[src/rtl/dff_chain_error_counter_if.sv]
// Bundles the pattern/compare signals between the chain checker and its
// environment: run controls and returned chain bits in, pattern bit,
// snapshot strobe and per-chain error counts out.
interface dff_chain_error_counter_if #(
    parameter int NUM_CHAINS = 10,
    parameter int CNT_W      = 12
);
    logic                        enable;
    logic                        clear_cnt;
    logic [NUM_CHAINS-1:0]       chain_out;
    logic                        chain_in;
    logic                        save_data;
    logic [NUM_CHAINS*CNT_W-1:0] error_cnt;
    logic                        running;

    // Environment side: drives controls and the raw chain outputs.
    modport master (
        output enable,
        output clear_cnt,
        output chain_out,
        input  chain_in,
        input  save_data,
        input  error_cnt,
        input  running
    );

    // Checker side.
    modport slave (
        input  enable,
        input  clear_cnt,
        input  chain_out,
        output chain_in,
        output save_data,
        output error_cnt,
        output running
    );
endinterface

[src/rtl/dff_chain_error_counter.sv]
// DFF chain stimulus/checker. Drives a toggle pattern into all chains,
// compares each returned chain against the pattern delayed by the chain
// round-trip latency, keeps a saturating mismatch count per chain and
// strobes save_data once per compare window so the output stage can
// snapshot the counts.
module dff_chain_error_counter #(
    parameter int NUM_CHAINS    = 10,
    parameter int CNT_W         = 12,
    parameter int PIPE_LAT      = 64,
    parameter int WINDOW        = 1000000,
    parameter bit CLEAR_ON_SAVE = 1'b1
) (
    input logic                  data_clk,
    input logic                  reset,
    dff_chain_error_counter_if.slave bus
);

    localparam int WIN_W  = (WINDOW > 1)   ? $clog2(WINDOW)   : 1;
    localparam int FILL_W = (PIPE_LAT > 1) ? $clog2(PIPE_LAT) : 1;

    localparam logic [CNT_W-1:0]  CNT_MAX   = '1;
    localparam logic [WIN_W-1:0]  WIN_LAST  = WIN_W'(WINDOW - 1);
    localparam logic [FILL_W-1:0] FILL_LAST = FILL_W'(PIPE_LAT - 1);

    typedef enum logic [1:0] {
        S_IDLE = 2'd0,
        S_FILL = 2'd1,
        S_RUN  = 2'd2,
        S_SAVE = 2'd3
    } state_t;

    state_t                state_q, state_d;
    logic [FILL_W-1:0]     fill_q, fill_d;
    logic [WIN_W-1:0]      win_q, win_d;
    logic                  p_q, p_d;
    logic [PIPE_LAT-1:0]   exp_q;
    logic [NUM_CHAINS-1:0] chain_out_q;
    logic [CNT_W-1:0]      cnt_q [NUM_CHAINS];
    logic [CNT_W-1:0]      cnt_d [NUM_CHAINS];
    logic                  compare_en;
    logic                  clear_all;
    logic                  exp_bit;
    logic [NUM_CHAINS*CNT_W-1:0] cnt_flat;

    // Increment that sticks at full scale instead of wrapping to zero.
    function automatic logic [CNT_W-1:0] sat_inc(input logic [CNT_W-1:0] v);
        return (v == CNT_MAX) ? v : v + CNT_W'(1);
    endfunction

    // Expected bit: the pattern as it should emerge from chain_out_q.
    assign exp_bit = exp_q[PIPE_LAT-1];

    // State, fill/window counters and pattern bit.
    always_ff @(posedge data_clk or negedge reset) begin
        if (!reset) begin
            state_q <= S_IDLE;
            fill_q  <= '0;
            win_q   <= '0;
            p_q     <= 1'b0;
        end else begin
            state_q <= state_d;
            fill_q  <= fill_d;
            win_q   <= win_d;
            p_q     <= p_d;
        end
    end

    // Next state: fill the chains, run a window of compares, one-cycle
    // snapshot, then straight back to compares; enable low always idles.
    always_comb begin
        state_d    = state_q;
        fill_d     = fill_q;
        win_d      = win_q;
        p_d        = p_q;
        compare_en = 1'b0;
        clear_all  = 1'b0;
        if (!bus.enable) begin
            state_d = S_IDLE;
            fill_d  = '0;
            win_d   = '0;
            p_d     = 1'b0;
        end else begin
            case (state_q)
                S_IDLE: begin
                    state_d = S_FILL;
                    fill_d  = '0;
                    win_d   = '0;
                    p_d     = 1'b0;
                end
                S_FILL: begin
                    p_d = ~p_q;
                    if (fill_q == FILL_LAST) begin
                        state_d = S_RUN;
                        fill_d  = '0;
                    end else begin
                        fill_d = fill_q + FILL_W'(1);
                    end
                end
                S_RUN: begin
                    p_d        = ~p_q;
                    compare_en = 1'b1;
                    if (win_q == WIN_LAST) begin
                        state_d = S_SAVE;
                        win_d   = '0;
                    end else begin
                        win_d = win_q + WIN_W'(1);
                    end
                end
                S_SAVE: begin
                    p_d       = ~p_q;
                    state_d   = S_RUN;
                    win_d     = '0;
                    clear_all = CLEAR_ON_SAVE;
                end
                default: begin
                    state_d = S_IDLE;
                end
            endcase
        end
    end

    // Expected-pattern delay line and the input register on the returned chains;
    // both are part of the same round-trip latency so they stay aligned.
    always_ff @(posedge data_clk or negedge reset) begin
        if (!reset) begin
            exp_q       <= '0;
            chain_out_q <= '0;
        end else begin
            exp_q       <= PIPE_LAT'({exp_q, p_q});
            chain_out_q <= bus.chain_out;
        end
    end

    // Per-chain count update: explicit clear beats everything, otherwise
    // count a mismatch only while comparing.
    always_comb begin
        for (int k = 0; k < NUM_CHAINS; k++) begin
            cnt_d[k] = cnt_q[k];
            if (bus.clear_cnt || clear_all) begin
                cnt_d[k] = '0;
            end else if (compare_en && (chain_out_q[k] != exp_bit)) begin
                cnt_d[k] = sat_inc(cnt_q[k]);
            end
        end
    end

    // Error counters.
    always_ff @(posedge data_clk or negedge reset) begin
        if (!reset) begin
            for (int k = 0; k < NUM_CHAINS; k++) begin
                cnt_q[k] <= '0;
            end
        end else begin
            for (int k = 0; k < NUM_CHAINS; k++) begin
                cnt_q[k] <= cnt_d[k];
            end
        end
    end

    // Flatten counters onto the output bus, chain k at [k*CNT_W +: CNT_W].
    always_comb begin
        cnt_flat = '0;
        for (int k = 0; k < NUM_CHAINS; k++) begin
            cnt_flat[k*CNT_W +: CNT_W] = cnt_q[k];
        end
    end

    assign bus.error_cnt = cnt_flat;
    assign bus.chain_in  = p_q;
    assign bus.running   = (state_q == S_RUN) || (state_q == S_SAVE);
    // Strobe is suppressed as soon as enable drops.
    assign bus.save_data = (state_q == S_SAVE) && bus.enable;

endmodule
[src/flat_wrapper.sv]
// flat-port wrapper written by rule: the top's interface ports become plain ports
module dff_chain_error_counter_flat 
#(
    parameter int NUM_CHAINS    = 10,
    parameter int CNT_W         = 12,
    parameter int PIPE_LAT      = 64,
    parameter int WINDOW        = 1000000,
    parameter bit CLEAR_ON_SAVE = 1'b1
)
  (data_clk, reset, bus_enable, bus_clear_cnt, bus_chain_out, bus_chain_in, bus_save_data, bus_error_cnt, bus_running);
  dff_chain_error_counter_if #(.NUM_CHAINS(NUM_CHAINS), .CNT_W(CNT_W)) bus_i ();
  input logic data_clk;
  input logic reset;
  input wire logic [$bits(bus_i.enable)-1:0] bus_enable;
  input wire logic [$bits(bus_i.clear_cnt)-1:0] bus_clear_cnt;
  input wire logic [$bits(bus_i.chain_out)-1:0] bus_chain_out;
  output wire logic [$bits(bus_i.chain_in)-1:0] bus_chain_in;
  output wire logic [$bits(bus_i.save_data)-1:0] bus_save_data;
  output wire logic [$bits(bus_i.error_cnt)-1:0] bus_error_cnt;
  output wire logic [$bits(bus_i.running)-1:0] bus_running;
  assign bus_i.enable = bus_enable;
  assign bus_i.clear_cnt = bus_clear_cnt;
  assign bus_i.chain_out = bus_chain_out;
  assign bus_chain_in = bus_i.chain_in;
  assign bus_save_data = bus_i.save_data;
  assign bus_error_cnt = bus_i.error_cnt;
  assign bus_running = bus_i.running;
  dff_chain_error_counter #(.NUM_CHAINS(NUM_CHAINS), .CNT_W(CNT_W), .PIPE_LAT(PIPE_LAT), .WINDOW(WINDOW), .CLEAR_ON_SAVE(CLEAR_ON_SAVE)) u_core (.data_clk(data_clk), .reset(reset), .bus(bus_i));
endmodule
[config.mk]
export PLATFORM = sky130hd
export DESIGN_NAME = dff_chain_error_counter_flat
export DESIGN_NICKNAME = d
export VERILOG_FILES = /design/src/rtl/dff_chain_error_counter_if.sv /design/src/rtl/dff_chain_error_counter.sv /design/src/flat_wrapper.sv
export SDC_FILE = /design/constraint.sdc
export NUM_CORES = 1
export LEC_CHECK = 0
export ABC_AREA = 0
export ABC_CLOCK_PERIOD_IN_PS = 2700
export CAP_MARGIN = 5
export CORE_MARGIN = 5
export CORE_UTILIZATION = 23
export DETAILED_ROUTE_END_ITERATION = 8
export GPL_TIMING_DRIVEN = 0
export PLACE_DENSITY_LB_ADDON = 0.3
export SYNTH_ARGS = -nofsm -noshare
export SYNTH_HDL_FRONTEND = slang
export SYNTH_SLANG_ARGS = --single-unit
[constraint.sdc]
create_clock -name data_clk -period 2.7 [get_ports data_clk]
set_input_delay 0.27 -clock data_clk [delete_from_list [all_inputs] [get_ports data_clk]]
set_output_delay 0.27 -clock data_clk [all_outputs]
set_load 0.01 [all_outputs]
======== Word level (Yosys, flattened, before mapping) ========
Index checks and enable logic that the tools add are counted.
cells by class
  $add $sub $neg .......................... 12
  eq/ne operators ......................... 39
  muxes and demuxes ....................... 46
  bitwise logic cells ..................... 1
  reductions and logical operators ........ 37
operators by type and width
  operator                 count
  $mux W12                 30
  $add A12 B1 Y12 const B  10
  $eq A12 B12 Y1 const B   10
  $mux W20                 2
  $pmux W20 S2             1
  $reduce_and A2 Y1        11
  $add A20 B1 Y20 const B  1
  $eq A20 B20 Y1 const B   1
  $reduce_bool A2 Y1       10
  $ne A2 B2 Y1 const B     9
  $mux W6                  2
  $pmux W6 S2              1
  $logic_and A1 B1 Y1      11
  $ne A1 B1 Y1             10
  $ne A3 B2 Y1 const B     3
  $pmux W2 S4              1
  $add A6 B1 Y6 const B    1
  $eq A6 B6 Y1 const B     1
  $mux W2                  3
  $mux W1                  5
  $eq A2 B2 Y1 const B     2
  $ne A3 B1 Y1 const B     1
  $reduce_or A3 Y1         1
  $eq A2 B1 Y1 const B     1
  other kinds (6)          7
storage, ports and cells
  register bits ........................... 223
  input port bits ......................... 14
  output and inout bits ................... 123
  logic and storage cells ................. 151

======== Logic depth before layout (Yosys ltp) ========
  depth in word-level cells ............... 6
  mapped depth ............................ 9
  depth with buffers taken out ............ 7

======== Least setup slack after synthesis ========
No wires, ideal clock.
  kind .................................... register to register
  from .................................... register u_core.state_q[0]
  to ...................................... register u_core.win_q[18]
  setup time .............................. 0.119 ns
  data arrival time ....................... 1.935 ns
  data required time ...................... 2.581 ns
  path slack .............................. 0.646 ns
  cell stages (with the launch flop) ...... 9
  path buffers ............................ 1
  clock period less this slack ............ 2.054 ns
  cells stage by stage .................... dfrtp_1 > inv_1 > ha_1 > and3b_4 > or4_1 > buf_2 > nor3_2 > xnor2_1 > nor2_1
between the ends
  cells in the longest elaborated chain, start to end .. 4
  elaborated cells between the ends (all ways) .. 7
  those cells by class .................... eq/ne: 3; mux: 2; reduce/logical: 2
ends and longest elaborated chain
  item                                              line                           RTL
  start, declared                                   dff_chain_error_counter.sv:32  state_t state_q, state_d;
  start signal, assigned                            dff_chain_error_counter.sv:61  state_q <= state_d;
  $eq A2 B2 Y1 or $logic_not A2 Y1 (tied branches)  dff_chain_error_counter.sv:83  case (state_q)
  $reduce_or A2 Y1 (no line)                        -
  $pmux W20 S2                                      dff_chain_error_counter.sv:83
  $mux W20                                          dff_chain_error_counter.sv:77  if (!bus.enable) begin
  end signal, assigned                              dff_chain_error_counter.sv:63  win_q <= win_d;
  end, declared                                     dff_chain_error_counter.sv:34  logic [WIN_W-1:0] win_q, win_d;
Parallel ways exist; a longest one is shown, timed or not.
A chain may end at the register's enable or synchronous reset.

======== Worst setup path after layout ========
  from .................................... register u_core.state_q[0]
  to ...................................... register u_core.cnt_q, in the netlist u_core.bus.error_cnt[23]
between the ends
  cells in the longest elaborated chain, start to end .. 6
  elaborated cells between the ends (all ways) .. 12
  those cells by class .................... eq/ne: 3; mux: 5; reduce/logical: 4
ends and longest elaborated chain
  item                                                          line                                                            RTL
  $eq A2 B2 Y1                                                  dff_chain_error_counter.sv:83
  $mux W1                                                       dff_chain_error_counter.sv:83
  $mux W1                                                       dff_chain_error_counter.sv:77
  $logic_or A1 B1 Y1 or $logic_and A1 B1 Y1 (tied branches)     dff_chain_error_counter.sv:139, dff_chain_error_counter.sv:141
  $ne A2 B2 Y1 (no line) or $reduce_bool A2 Y1 (tied branches)  -
  $reduce_and A2 Y1 (no line)                                   -
  end signal, assigned by index                                 dff_chain_error_counter.sv:155                                  cnt_q[k] <= cnt_d[k];
  end, declared                                                 dff_chain_error_counter.sv:38                                   logic [CNT_W-1:0] cnt_q [NUM_CHAINS];
Parallel ways exist; a longest one is shown, timed or not.

==> parameters.txt <==
Parameter                              Value

Pwr
  Sw frac    0.2465
  Sequential share of power    0.431
  Power Dens Cells    between 600 and 700 nW/um2
  Internal power of the cells    6570 uW
  Clock power share    0.474
  Combinational Power Share    0.095
  IR drop worst, VDD    0.0004752 V
  Total net switching power    approximately 2100 uW
  Leak    0.005400 uW

Global route
  Total global routing track utilization    0.1121
  Total congestion overflow    0
  Vias in the first global route    7161
  Global-route wire length before repair    42210 um
  Largest net degree at the start of global routing    119
  Antenna violations before repair    1

Placement
  Pre-CTS setup slack    -0.9446 ns
  Final weighted congestion of routability-driven global placement    0.7511
  Buffers on Ports    136
  Sum of net half-perimeters after detailed placement    approximately 18000 um
  Placed instance area    11830 um2

Run status
  Outcome    completed

Job
  Reported max-cap violation count    0

CTS
  Clock-pin slew reported for the worst setup and hold paths after clock tree synthesis    0.06 ns
  Clk sink count    between 200 and 250
  Post-CTS Setup Inserts    0
  Clock Root Buffer    sky130_fd_sc_hd__clkbuf_16
  Source-to-sink clock delay at the later pin of the worst-skew pair    approximately 0.55 ns
  Number of levels the H-tree was split into    1
  Total clock buffers created by CTS    27
  Maximum buffer depth of the clock tree    3
  CTS tree    built

Floorplan
  Core outline area    between 40000 and 50000 um2
  Height of the die    216.0 um
  Starting utilization of the core area    0.2326
  Die Outline Area    46640 um2
  Floorplan die width    216.0 um
  Row Count    75
  Number of top-level pins    ~140

Logic synthesis
  Total of flip-flops plus latches after synthesis    ~220
  Average instance area after synthesis    10.69 um2
  Post-synth EDFFs    0
  Ys async rst share    1.000
  Total of warnings raised by yosys    0
  Syn Nets    943
  Post-synthesis sequential area ratio    0.5719
  Gate count of the mapped netlist    about 900
  Primary flip-flop cell chosen by synthesis mapping    sky130_fd_sc_hd__dfrtp_1
  Synth unique cells    between 50 and 60
  Cell area after synthesis    9757 um2

STA
  Hold violation total from the final report    0
  Relative slew slack    0.3075
  Max Clk Rate    0.4002 GHz
  Final number of max-transition violations    0
  Clock Skews    0.02754 ns
  Worst hold margin    0.1590 ns
  Minimum clock period    2.499 ns
  RSZ-0062 raised after global routing    yes
  Final cycle utilization of the critical path    0.9254
  Count of endpoints failing setup in the final report    0
  Slew at the pin closest to its max-slew limit    1.039 ns
  Post-route setup slack    0.2015 ns

Routing
  Post-route antenna net violation count    0
  Final routed wirelength across all metal layers    26510 um
  Drt first-iter violations    408
  Number of detailed-routing iterations run before antenna repair    4
  Per-cell via count in the routed design    4.426
  DRC viols    0
  Post-DR wirelength/cell    16.18 um
  Number of vias in the routed layout    7249

Final layout
  Finished Cell Area    12900 um2
  Synthesis-to-layout area growth    32.20%
  Final-layout fill cell count    approximately 4300
  Number of nets in the final layout    1109
  Most common cell after layout, fill and taps aside    sky130_fd_sc_hd__dfrtp_1
  Final core utilization    0.3075
  Share of layout cells above drive strength 1    0.07006
  Highest-count cells in the layout ignoring fill and taps    sky130_fd_sc_hd__dfrtp_1, sky130_fd_sc_hd__nor2_1, sky130_fd_sc_hd__clkdlybuf4s50_1
  Ant. Diodes    0

Setup path
  Startpoint Class    register
  Largest driver fanout on the critical path    10
  Worst EP required    3.10 ns
  Path type of the worst setup path    reg -> reg
  Endpoint arrival time on the critical path    around 2.9 ns
  Capturing element type of the critical path    register

Min path
  Classification of the worst-slack hold path    in -> reg
[state kept, by name, summed over array words and instances, names as in the netlist]
register and count:
u_core.bus.error_cnt 120, u_core.fill_q 6, u_core.win_q 20, u_core.chain_out_q 10
u_core.exp_q 64, u_core.bus.chain_in 1, u_core.state_q 2
[logic make-up (layout without fill, tap and decap cells)]
family	count (synthesis)	count (layout)	synth area share
AND/OR/NAND/NOR	462	462	0.2421
flip-flops	223	223	0.5719
XOR/XNOR	119	119	0.1076
AO/OA/AOI/OAI	56	56	0.03847
buffers and inverters	32	218	0.01411
adder cells (fa/ha/maj)	16	16	0.02052
multiplexers	5	5	0.005258
[per-stage QoR]
stage	TNS [ns]	instances	total power [uW]
6_report	0	1638	8720
5_1_grt	-0.07845	1638	9149
4_1_cts	-0.03924	1638	8923
3_5_place_dp	-80.97	1589	4666
3_3_place_gp	-1963.74	1588	4663
2_1_floorplan	0	913	4227
[path summary, 6_finish.rpt]
path	endpoint	slack, ns	cells past startpoint	start
max in group asynchronous	u_core.bus.error_cnt[60]	1.21	3	reset
min	u_core.chain_out_q[1]	0.16	1	bus_chain_out[1]
max	u_core.bus.error_cnt[23]	0.20	8	u_core.state_q[0]
min reg2reg	u_core.exp_q[18]	0.33	0	u_core.exp_q[17]
max reg2reg	u_core.bus.error_cnt[23]	0.20	8	u_core.state_q[0]
min in group asynchronous	u_core.bus.error_cnt[43]	0.38	2	reset
[worst max-delay path, stage by stage, from the launching register on]
cell and delay, ns:
sky130_fd_sc_hd__dfrtp_1 0.40, sky130_fd_sc_hd__inv_1 0.09, sky130_fd_sc_hd__ha_1 0.32, sky130_fd_sc_hd__nand2_2 0.32, sky130_fd_sc_hd__buf_2 0.39, sky130_fd_sc_hd__nor3_2 0.43
sky130_fd_sc_hd__o2111ai_1 0.19, sky130_fd_sc_hd__xor2_1 0.16, sky130_fd_sc_hd__nor2_1 0.05
[timing repair]
item                                    CTS  global route
hold endpoints to repair                105             0
hold buffers                              1             0
endpoints found under the setup margin  114            41
gates resized for setup                   6             6
[per-layer routing]
layer  up-vias  track usage  share of wire
met5         -            0              0
met3        36      0.02592          0.052
met2       126       0.1751           0.45
li1       3524            -              -
met4         0      0.02162          0.019
met1      3563       0.1605           0.48
[cell type report]
type                    instances  area [um2]  area share
flip-flops and latches        223        5580      0.4326
inverters                       5       18.77    0.001455
repair buffers                138        1404      0.1088
well taps                     539       674.4     0.05228
multi-input cells             658        4081      0.3164
clock inverters                12       249.0     0.01930
clock buffers                  37       773.2     0.05995
plain buffers                  26       117.6    0.009118
[synthesized netlist by cell type (6+ instances only)]
cell type | n | share of area
sky130_fd_sc_hd__nand3_1 | 73 | 0.037
sky130_fd_sc_hd__nand4_1 | 45 | 0.029
sky130_fd_sc_hd__nor4_1 | 11 | 0.0071
sky130_fd_sc_hd__and2_1 | 18 | 0.012
sky130_fd_sc_hd__nand2_1 | 70 | 0.027
sky130_fd_sc_hd__o21ai_0 | 13 | 0.0067
sky130_fd_sc_hd__nor2_1 | 139 | 0.053
sky130_fd_sc_hd__xor2_1 | 81 | 0.073
sky130_fd_sc_hd__and4_1 | 15 | 0.013
sky130_fd_sc_hd__and3_1 | 32 | 0.021
sky130_fd_sc_hd__ha_1 | 16 | 0.021
sky130_fd_sc_hd__a21oi_1 | 17 | 0.0087
sky130_fd_sc_hd__nor3_1 | 16 | 0.0082
sky130_fd_sc_hd__nand2b_1 | 6 | 0.0038
sky130_fd_sc_hd__clkbuf_1 | 23 | 0.0088
sky130_fd_sc_hd__dfrtp_1 | 223 | 0.57
sky130_fd_sc_hd__xnor2_1 | 37 | 0.033
[power groups by stage]
stage | Clock, uW | Sequential [uW] | Combinational [uW]
finish | 4130 | 3760 | 827
global route | 4410 | 3790 | 943
CTS | 4300 | 3770 | 857
detailed placement | 0 | 3820 | 846
global placement | 0 | 3820 | 842
floorplan | 0 | 3790 | 436
Note: power is estimated with default switching activity, not from simulation.
